$ cat config.mk
export PLATFORM = sky130hd
export DESIGN_NAME = dmem_arbiter
export DESIGN_NICKNAME = d
export VERILOG_FILES = /design/src/rtl/dmem_arb_pkg.sv /design/src/rtl/dmem_rr_pick.sv /design/src/rtl/dmem_arbiter.sv
export SDC_FILE = /design/constraint.sdc
export NUM_CORES = 1
export LEC_CHECK = 0
export CAP_MARGIN = 20
export CORE_AREA = 2 2 91 93
export DETAILED_ROUTE_END_ITERATION = 12
export DIE_AREA = 0 0 93 95
export PLACE_DENSITY = 0.74
export SLEW_MARGIN = 20
export SYNTH_ARGS = -nofsm -noshare
export SYNTH_HDL_FRONTEND = slang
export SYNTH_SLANG_ARGS = --single-unit
export TNS_END_PERCENT = 100
$ cat constraint.sdc
create_clock -name clk -period 4.2 [get_ports clk]
set_input_delay 0.63 -clock clk [delete_from_list [all_inputs] [get_ports clk]]
set_output_delay 0.63 -clock clk [all_outputs]
set_load 0.01 [all_outputs]
$ cat src/rtl/dmem_arb_pkg.sv
// dmem_arb_pkg: shared state encoding and width constants for the data memory arbiter
package dmem_arb_pkg;
    typedef enum logic [1:0] {
        OPEN  = 2'd0,
        LOCK0 = 2'd1,
        LOCK1 = 2'd2
    } arb_state_t;
    localparam int ADDR_W_DEF = 10;
    localparam int DATA_W_DEF = 32;
    localparam int LOCK_CNT_W = 8;
endpackage

$ cat src/rtl/dmem_rr_pick.sv
// dmem_rr_pick: two-input round-robin picker honouring an active lock
module dmem_rr_pick
    import dmem_arb_pkg::*;
(
    input  logic       valid0,
    input  logic       valid1,
    input  logic       last_gnt,
    input  arb_state_t lock_state,
    output logic       gnt_valid,
    output logic       gnt_idx
);
    always_comb begin
        gnt_valid = (lock_state == LOCK0) ? valid0 :
                    (lock_state == LOCK1) ? valid1 : (valid0 | valid1);
        gnt_idx   = (lock_state == LOCK0) ? 1'b0 :
                    (lock_state == LOCK1) ? 1'b1 :
                    (valid0 & valid1) ? ~last_gnt : valid1;
    end
endmodule

$ cat src/rtl/dmem_arbiter.sv
// dmem_arbiter: round-robin sharing of the data memory between LSU and DMA, with bounded lock
// Optional DMEM_ARB_STATS_EN adds per-port beat counters and a lock eviction pulse.
module dmem_arbiter
    import dmem_arb_pkg::*;
#(
    parameter int ADDR_W   = ADDR_W_DEF,
    parameter int DATA_W   = DATA_W_DEF,
    parameter int LOCK_MAX = 16
) (
    input  logic              clk,
    input  logic              rst,
    input  logic              req0_valid,
    input  logic              req0_we,
    input  logic [ADDR_W-1:0] req0_addr,
    input  logic [DATA_W-1:0] req0_wdata,
    input  logic              req0_lock,
    output logic              req0_ready,
    output logic [DATA_W-1:0] req0_rdata,
    input  logic              req1_valid,
    input  logic              req1_we,
    input  logic [ADDR_W-1:0] req1_addr,
    input  logic [DATA_W-1:0] req1_wdata,
    input  logic              req1_lock,
    output logic              req1_ready,
    output logic [DATA_W-1:0] req1_rdata,
    output logic [ADDR_W-1:0] mem_addr,
    output logic [DATA_W-1:0] mem_wdata,
    output logic              mem_we,
    input  logic [DATA_W-1:0] mem_rdata,
    output logic              owner,
    output logic              busy
`ifdef DMEM_ARB_STATS_EN
    ,
    output logic [15:0]       gnt_cnt0,
    output logic [15:0]       gnt_cnt1,
    output logic              lock_evict
`endif
);
    localparam logic [LOCK_CNT_W:0] LOCK_LIM = (LOCK_CNT_W+1)'(LOCK_MAX);
    arb_state_t            state;
    logic                  last_gnt;
    logic [LOCK_CNT_W-1:0] lock_cnt;
    logic                  pick_valid;
    logic                  pick_idx;
    logic                  gnt;
    logic                  g_lock;
    logic [LOCK_CNT_W:0]   cnt_nxt;
    logic                  cnt_hit;
    dmem_rr_pick u_pick (
        .valid0     (req0_valid),
        .valid1     (req1_valid),
        .last_gnt   (last_gnt),
        .lock_state (state),
        .gnt_valid  (pick_valid),
        .gnt_idx    (pick_idx)
    );
    always_comb begin
        gnt        = pick_valid & ~rst;
        busy       = gnt;
        owner      = gnt & pick_idx;
        req0_ready = gnt & ~pick_idx;
        req1_ready = gnt & pick_idx;
        mem_addr   = !gnt ? '0 : pick_idx ? req1_addr : req0_addr;
        mem_wdata  = !gnt ? '0 : pick_idx ? req1_wdata : req0_wdata;
        mem_we     = gnt & (pick_idx ? req1_we : req0_we);
        req0_rdata = req0_ready ? mem_rdata : '0;
        req1_rdata = req1_ready ? mem_rdata : '0;
        g_lock     = pick_idx ? req1_lock : req0_lock;
        cnt_nxt    = {1'b0, lock_cnt} + (LOCK_CNT_W+1)'(1);
        cnt_hit    = cnt_nxt >= LOCK_LIM;
    end
    always_ff @(posedge clk) begin
        if (rst) begin
            state    <= OPEN;
            last_gnt <= 1'b1;
            lock_cnt <= '0;
        end else if (gnt) begin
            last_gnt <= pick_idx;
            state    <= (g_lock && !cnt_hit) ? (pick_idx ? LOCK1 : LOCK0) : OPEN;
            lock_cnt <= (g_lock && !cnt_hit) ? cnt_nxt[LOCK_CNT_W-1:0] : '0;
        end else if (state != OPEN) begin
            state    <= OPEN;
            lock_cnt <= '0;
        end
    end
`ifdef DMEM_ARB_STATS_EN
    always_ff @(posedge clk) begin
        if (rst) begin
            gnt_cnt0   <= '0;
            gnt_cnt1   <= '0;
            lock_evict <= 1'b0;
        end else begin
            gnt_cnt0   <= gnt_cnt0 + 16'(req0_ready && gnt_cnt0 != 16'hFFFF);
            gnt_cnt1   <= gnt_cnt1 + 16'(req1_ready && gnt_cnt1 != 16'hFFFF);
            lock_evict <= gnt & g_lock & cnt_hit;
        end
    end
`endif
endmodule

# Yosys cells after proc, flatten, opt, wreduce, memory -nomap -nowiden
# Index checks and enable logic that the tools add are counted.
# Widths: inputs -> output; s select.
[op_classes] addsub=1 mul=0 div=0 n_lt_le_gt_ge=1 eq_ne=2 shifts=0 n_mux=20 n_bitwise=9 reduce_logical=4
[op_table] op="$mux 32" n=4
[op_table] op="$mux 8" n=3
[op_table] op="$mux 10" n=2
[op_table] op="$add 8x1->9 const B" n=1
[op_table] op="$ge 9x5->1 const B" n=1
[op_table] op="$mux 2" n=4
[op_table] op="$mux 1" n=7
[op_table] op="$and 1x1->1" n=5
[op_table] op="$reduce_bool 2->1" n=2
[op_table] op="$not 1->1" n=3
[op_table] op="$eq 2x1->1 const B" n=1
[op_table] op="$eq 2x2->1 const B" n=1
[op_table] op="$logic_and 1x1->1" n=1
[op_table] op="$logic_not 1->1" n=1
[op_table] op="$or 1x1->1" n=1
[word_totals] regBits=11 latch_bits=0 mem_bits_rw=0 mem_bits_ro=0 in_bits=124 output_inout_bits=111 elab_cells=40 memories=0

# Logic depth before layout (Yosys ltp)
[depth] depth_word=8 mapped_depth=8 depth_no_buf=6

# Cells and area by module
# A second synthesis with hierarchy kept.
[unflattened] cells_unflattened=233 hier_area_um2=1650.3
[by_module_without_submodules] module="dmem_arbiter" n_inst=1 cells_each=225 area_per_inst_um2=1612.8 seq_area_each_um2=220.2
[by_module_without_submodules] module="dmem_rr_pick" n_inst=1 cells_each=8 area_per_inst_um2=37.5 seq_area_each_um2=0.0

# Least setup slack after synthesis
# OpenSTA, ideal clock, no wires.
[synth_timing] kind="input-to-output" start="input req1_valid" end="output req1_ready" arrival_ns=1.772 required_ns=3.570 setup_slack_ns=1.798 stages=7 n_path_buf=3 cell_sequence="nor2_1 > a21o_1 > or2_1 > buf_6 > clkbuf_1 > nor2_1 > buf_4"
[synth_between] elab_chain_cells=5 word_cells_on_any_way=9 cone_classes="mux (5); bitwise (4)"
[synth_rtl] item="start, declared" line="dmem_arbiter.sv:19" text="input logic req1_valid,"
[synth_rtl] item="$or 1x1->1 or $and 1x1->1 (tied branches)" line="dmem_rr_pick.sv:14, dmem_rr_pick.sv:17"
[synth_rtl] item="$mux 1, on equally long branches" line="dmem_rr_pick.sv:14, dmem_rr_pick.sv:17"
[synth_rtl] item="$mux 1, on equally long branches" line="dmem_rr_pick.sv:13, dmem_rr_pick.sv:16"
[synth_rtl] item="$and 1x1->1 or $mux 1 (tied branches)" line="dmem_arbiter.sv:58, dmem_rr_pick.sv:15"
[synth_rtl] item="$and 1x1->1 (*)"
[synth_rtl] item="end, declared" line="dmem_arbiter.sv:24" text="output logic req1_ready,"
# Mark *: on every way between the ends. The rest lies on a longest branch, timed or not.

# Worst setup path after layout
[layout_timing] start="input req1_valid" end="output req0_rdata[7]"
[layout_between] elab_chain_cells=7 word_cells_on_any_way=11 cone_classes="mux (6); bitwise (5)"
[layout_rtl] item="$and 1x1->1" line="dmem_rr_pick.sv:17" text="(valid0 & valid1) ? ~last_gnt : valid1;"
[layout_rtl] item="$mux 1" line="dmem_rr_pick.sv:17"
[layout_rtl] item="$mux 1" line="dmem_rr_pick.sv:16" text="(lock_state == LOCK1) ? 1'b1 :"
[layout_rtl] item="$mux 1" line="dmem_rr_pick.sv:15" text="gnt_idx = (lock_state == LOCK0) ? 1'b0 :"
[layout_rtl] item="$not 1->1" line="dmem_arbiter.sv:61" text="req0_ready = gnt & ~pick_idx;"
[layout_rtl] item="$and 1x1->1 (*)" line="dmem_arbiter.sv:61"
[layout_rtl] item="$mux 32 (*)" line="dmem_arbiter.sv:66" text="req0_rdata = req0_ready ? mem_rdata : '0;"
[layout_rtl] item="end, declared" line="dmem_arbiter.sv:18" text="output logic [DATA_W-1:0] req0_rdata,"
# Marked as above.

==> reports/results.ini <==
[clock_network]
h-tree-depth = 1
clkSinkCount = 11
cts_buffer_depth = 2
post_cts_resized = 0
clk_latency_ns = 0.23
cts_hold_buf = 0
numCtsBuffers = 3
clkTransAtPathRegs_ns = 0.05
post_cts_buffers = 0
cts_tree = yes
cts_root_buffer = clkbuf_8

[timing]
tightest_slew_ns = 0.664
rsz0062_at_grt = false
tns_ns = 0
fin_crit_sh_pct = 87.0
setup_viol = 0
fin_skew_ns = 0.00149
setup_slack_ns = 0.547
drv_slew = 0
final_hold_viol_count = 0
maxSlewHeadroom_pct = 55.6
finalCriticalPeriod_ns = 3.65
max_freq_mhz = 274

[power]
power_density_nw_per_um2 = 167
pwr-share-seq_pct = 16.5
clkPwrFrac_pct = 14.9
p_switching_mw = 0.241
leakagePower_nw = 1.78
ir_drop_v = 0.000111
intPower_mw = 0.444
swShare_pct = 35.2
comb_power_share_pct = 68.6

[finish]
nNetsFinal = 627
multi_input_area_sq_um = 1320
seqCellArea_sq_um = 220
post-route-util_pct = 51.7
drive_gt1_share_pct = 3.80
diodes = 0
area_growth_syn_to_layout_pct = 137
n_fill_cell = 778

[placed_design]
place_ws_ns = 0.524
dpl.hpwl_mm = 6.48
gp_congestion = 0.827
io_buffers = 234

[global_route]
overflow = 0
grt_first_pass_wirelength_mm = 12.5
grt_max_degree = 66
grt_pass1_vias = 2628
grt.total_usage_pct = 17.1
antenna_found_initial = 0

[drt]
viasPerCell = 4.65
drt_iter0_drc = 44
drc = 0
detail-route-antenna-nets = 0
totalWireLength_mm = 8.42
vias = 2811
drt_first_pass_iters = 4
wl_per_cell_um = 13.9

[worst_setup_path]
cpPeakStageDelay_ns = 0.54
crit_chain = clkdlybuf4s50_1 > nor2_1 > a21o_1 > or2_2 > clkinv_2 > and3_1 > clkdlybuf4s50_1
worstPathMaxFanout = 65
cp-start-kind = input pin
cp.arrival_ns = 3.02
cpMostUsedCell = clkdlybuf4s50_1
crit_path_end_kind = output pin
slowest_stage = clkdlybuf4s50_1
rrSetupSlack_ns = 2.33
worstSetupPathType = in -> out
r2r_start = last_gnt
required_ns = 3.57
crit_path_start = req1_valid

[floorplan]
start_util_pct = 21.8
num_rows = 33
dieArea_sq_um = 8840
die_y_um = 95
die_w_um = 93
core_sq_um = 7930
boundaryPins = 235

[synthesis]
synth_cells = 287
netlist_area_sq_um = 1730
syn-mean-instance-area_sq_um = 6.02
ys_seq_elements = 11
ys_types = 34
ys_warn_count = 0
synthesis.nets = 413
ys_seq_area_share_pct = 12.7

[hold_path]
holdCritPathClass = reg -> reg
min-delay-start = lock_cnt[6]

[outcome]
status = complete, no violations

[flow_run]
drv_cap = 0

-- metrics by stage --
stage               hold WS (ns)  power (mW)  cells  area (sq um)
floorplan                  0.431       0.318    287          1730
global placement           0.445       0.580    601          4050
detailed placement         0.446       0.586    601          4050
CTS                        0.463       0.693    605          4100
global route               0.493       0.738    605          4100
finish                     0.462       0.686    605          4100
-- registers in the layout (all words and copies together) (netlist names) --
signal,count
last_gnt,1
lock_cnt,8
state,2
-- cell usage after synthesis, drive strengths merged --
library cell / count / share of area [%]
a2111oi: 1 / 1.6
a21boi: 2 / 1.3
a21o: 1 / 0.43
a21oi: 46 / 14
a31o: 1 / 0.51
a31oi: 1 / 0.36
and2: 4 / 1.4
and3: 65 / 24
and4: 1 / 0.51
buf: 20 / 9.3
clkbuf: 10 / 2.2
clkinv: 1 / 0.29
dfxtp: 11 / 13
ha: 2 / 1.4
inv: 1 / 0.22
maj3: 1 / 0.65
mux2: 1 / 0.87
nand2: 93 / 20
nand2b: 1 / 0.36
nand3: 3 / 0.87
nand3b: 1 / 0.43
nand4: 1 / 0.36
nand4b: 4 / 2.0
nor2: 4 / 0.87
nor2b: 1 / 0.36
nor3: 2 / 0.58
nor4b: 1 / 0.51
o21ai: 4 / 1.2
o31ai: 1 / 0.72
or2: 2 / 0.72
-- power groups by stage --
stage	Combinational, mW	Clock, mW	Sequential (mW)
after floorplan	0.204	0	0.114
after global placement	0.465	0	0.115
after detailed placement	0.471	0	0.115
after CTS	0.474	0.106	0.113
after global routing	0.510	0.113	0.114
final	0.470	0.102	0.113
-- critical path, delay by kind of cell --
family / cells / cell delay (ns)
AO/OA/AOI/OAI: 1 / 0.21
buffers and inverters: 3 / 1.51
AND/OR/NAND/NOR: 3 / 0.64
-- per-layer routing --
metal	up-vias	share of wire, %	track usage (%)
met5	-	0	0
met2	157	48	30.1
met3	14	9.2	4.07
li1	1405	-	-
met4	0	2.1	5.15
met1	1235	41	20.7
-- placed cells by master (no fill, tap or decap), types with 2 or more instances in the layout --
master,synthesis,routed
clkdlybuf4s50_1,0,234
nor2_1,4,4
nand4b_1,4,4
buf_4,4,5
o21ai_0,4,4
and3_1,65,65
clkbuf_8,0,3
a21oi_1,45,45
ha_1,2,2
and2_1,4,4
or2_2,1,2
nand3_1,3,3
nor3_1,2,2
dfxtp_1,11,11
nand2_1,93,93
-- final timing paths --
kind | depth (start not counted) | to
worst max-delay path | 7 | req0_rdata[7]
worst max register to register | 6 | state[0]
worst min-delay path | 1 | lock_cnt[6]
worst min register to register | 1 | lock_cnt[6]
-- cell type report --
cell class                      instances  area share (%)
Timing Repair Buffer                  239            58.0
Multi-Input combinational cell        244            32.1
Sequential cell                        11            5.37
Tap cell                              105            3.20
Clock buffer                            4            1.10
Inverter                                2           0.214
-- logic make-up (layout without fill, tap and decap cells) --
family / count (synthesis) / in the layout / share of synthesized area (%)
AOI/OAI and AO/OA: 57 / 57 / 19.6
DFF: 11 / 11 / 12.7
buffers and inverters: 32 / 245 / 11.9
adders and majority gates: 3 / 3 / 2.10
muxes: 1 / 1 / 0.868
and+or+nand+nor: 183 / 183 / 52.7
Note: power is estimated with default switching activity, not from simulation.
